$ cat src/rtl/lzc_iter_normalizer.sv
// Iterative leading-zero counter / left normalizer, binary search one halving step per cycle.
// Latency: W cycles from accept to out_valid; throughput one word per W+2 cycles, no overlap.
// Backpressure: result holds bit-stable in DONE until out_ready; in_ready low while busy or holding.
module lzc_iter_normalizer #(
  parameter  int N = 16,
  localparam int W = $clog2(N)
) (
  input  logic         clk,
  input  logic         rst_n,
  input  logic         in_valid,
  output logic         in_ready,
  input  logic [N-1:0] in_word,
  output logic         out_valid,
  input  logic         out_ready,
  output logic [W:0]   out_lzc,
  output logic [N-1:0] out_norm,
  output logic         out_zero
);

  localparam int SW = (W > 1) ? $clog2(W) : 1;

  typedef enum logic [1:0] {IDLE, BUSY, DONE} state_t;

  state_t         state_q, state_d;
  logic [N-1:0]   word_r;
  logic [W:0]     cnt_r;
  logic [SW-1:0]  step_r;

  logic [W:0]     half;
  logic [N-1:0]   top_mask;
  logic           top_zero;
  logic           last_step;

  // Step k examines the top N>>(k+1) bits of the partially normalized word.
  assign half      = (W+1)'(N/2) >> step_r;
  assign top_mask  = ~({N{1'b1}} >> half);
  assign top_zero  = (word_r & top_mask) == '0;
  assign last_step = step_r == SW'(W-1);

  always_ff @(posedge clk or negedge rst_n) begin
    if (!rst_n) begin
      state_q <= IDLE;
    end else begin
      state_q <= state_d;
    end
  end

  always_comb begin
    state_d   = state_q;
    in_ready  = 1'b0;
    out_valid = 1'b0;
    out_zero  = 1'b0;
    out_lzc   = '0;
    out_norm  = '0;
    case (state_q)
      IDLE: begin
        in_ready = 1'b1;
        if (in_valid) state_d = BUSY;
      end
      BUSY: begin
        if (last_step) state_d = DONE;
      end
      DONE: begin
        out_valid = 1'b1;
        // After all halvings a nonzero word always has its MSB set.
        out_zero  = ~word_r[N-1];
        out_lzc   = word_r[N-1] ? cnt_r : (W+1)'(N);
        out_norm  = word_r;
        if (out_ready) state_d = IDLE;
      end
      default: state_d = IDLE;
    endcase
  end

  always_ff @(posedge clk or negedge rst_n) begin
    if (!rst_n) begin
      word_r <= '0;
      cnt_r  <= '0;
      step_r <= '0;
    end else begin
      case (state_q)
        IDLE: begin
          if (in_valid) begin
            word_r <= in_word;
            cnt_r  <= '0;
            step_r <= '0;
          end
        end
        BUSY: begin
          if (top_zero) begin
            word_r <= word_r << half;
            cnt_r  <= cnt_r + half;
          end
          step_r <= last_step ? '0 : step_r + 1'b1;
        end
        default: ;
      endcase
    end
  end

endmodule
$ cat config.mk
export PLATFORM = sky130hd
export DESIGN_NAME = lzc_iter_normalizer
export DESIGN_NICKNAME = d
export VERILOG_FILES = /design/src/rtl/lzc_iter_normalizer.sv
export SDC_FILE = /design/constraint.sdc
export NUM_CORES = 1
export LEC_CHECK = 0
export CAP_MARGIN = 20
export CORE_ASPECT_RATIO = 1.1
export CORE_UTILIZATION = 28
export CTS_BUF_LIST = sky130_fd_sc_hd__clkbuf_2
export DETAILED_ROUTE_END_ITERATION = 10
export GPL_TIMING_DRIVEN = 0
export PLACE_DENSITY_LB_ADDON = 0.25
export SYNTH_ARGS = -nofsm -noshare
export SYNTH_HDL_FRONTEND = slang
export SYNTH_SLANG_ARGS = --single-unit
$ cat constraint.sdc
create_clock -name clk -period 3.15 [get_ports clk]
set_clock_uncertainty 0.05 [all_clocks]
set_input_delay 0.315 -clock clk [delete_from_list [all_inputs] [get_ports clk]]
set_output_delay 0.315 -clock clk [all_outputs]
set_load 0.01 [all_outputs]
==> flow_summary.yaml <==
status:
  status: "complete, no violations"
clock_tree:
  clock_sink_count: 25
  clock_path_buffers: 2
  htree_num_levels: 1
  post-cts-setup-buffer-count: 0
  clock_latency_ns: 0.37
  holdBufCountCts: 0
  ctsResizeCount: 0
  cts_tree: "built"
  root_buffer: "clkbuf_2"
  cts_made_buffers: 3
  cts.clk_slew.worst_paths_ns: 0.29
floorplan:
  start_util_pct: 29.2
  std_cell_rows: 34
  dieArea_um2: 8700
  die_y_um: 97.7
  die-width_um: 89.0
  core-area_um2: 8000
  num_io_pins: 44
global_route:
  grt_start_max_net_pins: 15
  grt_util_all_layers_pct: 18.7
  grt_pass1_vias: 2314
  grt_pass1_wl_mm: 12.3
  grt-ovfl-total: 0
  antenna_found_initial: 0
timing:
  maxSlewHeadroom_pct: 37.9
  period_minus_slack_ns: 2.81
  slew_violations: 0
  clock.fmax_mhz: 356
  finalSetupTns_ns: 0
  finalHoldViolations: 0
  worst_pin_slew_ns: 0.931
  worst_slack_ns: 0.344
  setup_viol: 0
  fin_crit_sh_pct: 89.1
  rsz0062_at_grt: "no"
finish:
  drive_gt1_share_pct: 13.7
  layout_commonest_cell: "clkdlybuf4s50_1"
  final_nets: 330
  synthToLayoutAreaGrowth_pct: 25.7
  diodes: 0
  fill_cells: 870
  final_cell_mix: "clkdlybuf4s50_1, dfrtp_1, nand2_1"
pwr:
  cellLeakagePower_nw: 1.14
  p_total_mw: 3.06
  pwr_density_cell_nw_per_um2: 1040
  ir_drop_uv: 289
critical_path:
  worst_ep_arrival_time_ns: 2.44
  critPathMaxFanout: 10
  end_kind: "primary output"
  cp.required_ns: 2.78
  start_kind: "register"
  crit_type: "register to primary output"
logic_synthesis:
  ys_seq_area_share_pct: 26.8
  synth-async-reset-ratio_pct: 100
  synth_cell_types: 55
  synth_ff_type: "dfrtp_1"
  synth_nets: 281
  netlist_area_um2: 2330
  synthCells: 251
  synth_seq_cells: 25
  syn_avg_cell_area_um2: 9.30
  synth_edf_count: 0
  yosys_warnings: 0
hold_path:
  holdCritPathClass: "input port to async pin"
drt:
  firstDrtPassIters: 4
  vias_per_cell: 5.45
  drtIter0Drc: 148
  drc_errors: 0
  routed_wl_mm: 7.62
  vias: 2218
  drtAntennaViolNets: 0
  wl_per_cell_um: 18.7
place:
  gp_congestion: 0.876
  dp_worst_setup_slack_ns: 0.509
  dp_hpwl_mm: 5.60
  numPortBuffers: 43
run:
  maxCapViolCount: 0
## cells in the mapped netlist (5+ instances only)
library cell | count | area (um^2)
a21oi_1 | 6 | 30.0
a31oi_1 | 8 | 50.1
and2_1 | 15 | 93.8
clkbuf_1 | 9 | 33.8
dfrtp_1 | 25 | 626
ha_1 | 9 | 113
inv_1 | 13 | 48.8
mux2_2 | 7 | 78.8
mux2i_1 | 11 | 110
mux4_2 | 11 | 248
nand2_1 | 22 | 82.6
nand3_1 | 8 | 40.0
nor2_1 | 10 | 37.5
nor3_1 | 8 | 40.0
o211ai_1 | 5 | 37.5
o21ai_0 | 9 | 45.0
o31ai_1 | 8 | 60.1
## stage by stage
step	util, %	cell area (um^2)	hold slack [ns]	std cells
floorplan	-	2330	-0.0306	251
global placement	36.2	2900	0.488	402
detailed placement	36.4	2910	0.491	403
CTS	36.7	2930	0.217	407
global route	36.7	2930	0.213	407
finish	36.7	2930	0.223	407
## final cells by class
class / instances / area, um^2 / share of cell area (%)
clock buffer: 3 / 15.0 / 0.512
tap: 108 / 135 / 4.61
sequential: 25 / 626 / 21.3
timing repair buffer: 44 / 445 / 15.2
clock inverter: 1 / 5.00 / 0.171
multi-input combinational: 195 / 1560 / 53.3
inverter: 13 / 48.8 / 1.66
buffer: 18 / 96.3 / 3.28
## worst max-delay path, cell delays in order (launching register included)
cell             delay (ns)
dfrtp_1                0.47
nand2b_1               0.25
inv_1                  0.29
clkbuf_1               0.34
and2_1                 0.18
clkdlybuf4s50_1        0.53
## layer usage
layer	vias up	track usage, %	routed length (um)
met2	78	29.9	3600
li1	1030	-	-
met3	12	1.78	366
met5	-	0	0
met4	0	6.84	179
met1	1098	25.9	3480
## logic make-up after synthesis
family	after synthesis	share of synthesized area (%)
AND/OR/NAND/NOR	81	17.9
XOR/XNOR	3	1.13
flip-flops	25	26.8
adder cells (fa/ha/maj)	10	5.68
multiplexers	35	22.3
AO/OA/AOI/OAI	66	20.0
buffers and inverters	31	6.22
## path summary, 6_finish.rpt
kind / startpoint / endpoint / slack, ns / cells past startpoint
max in group asynchronous: rst_n / word_r[7]$_DFFE_PN0P_ / 2.30 / 2
min: rst_n / state_q[0]$_DFFE_PN0P_ / 0.22 / 1
max: state_q[0]$_DFFE_PN0P_ / out_norm[7] / 0.34 / 5
min reg2reg: cnt_r[4]$_DFFE_PN0P_ / cnt_r[4]$_DFFE_PN0P_ / 0.54 / 2
max reg2reg: step_r[0]$_DFFE_PN0P_ / cnt_r[2]$_DFFE_PN0P_ / 0.45 / 7
min in group clk: in_word[3] / word_r[3]$_DFFE_PN0P_ / 0.41 / 3
## flip-flops by register name, indices dropped and copies added (netlist names)
| signal | count |
|---|---|
| state_q | 2 |
| word_r | 16 |
| step_r | 2 |
| cnt_r | 5 |
## power breakdown
| group | total, mW | internal [mW] | switching (mW) |
|---|---|---|---|
| logic | 2.18 | 0.984 | 1.20 |
| registers | 0.739 | 0.472 | 0.267 |
| clock network | 0.145 | 0.0288 | 0.116 |
Power figures use the tool's default switching activity.
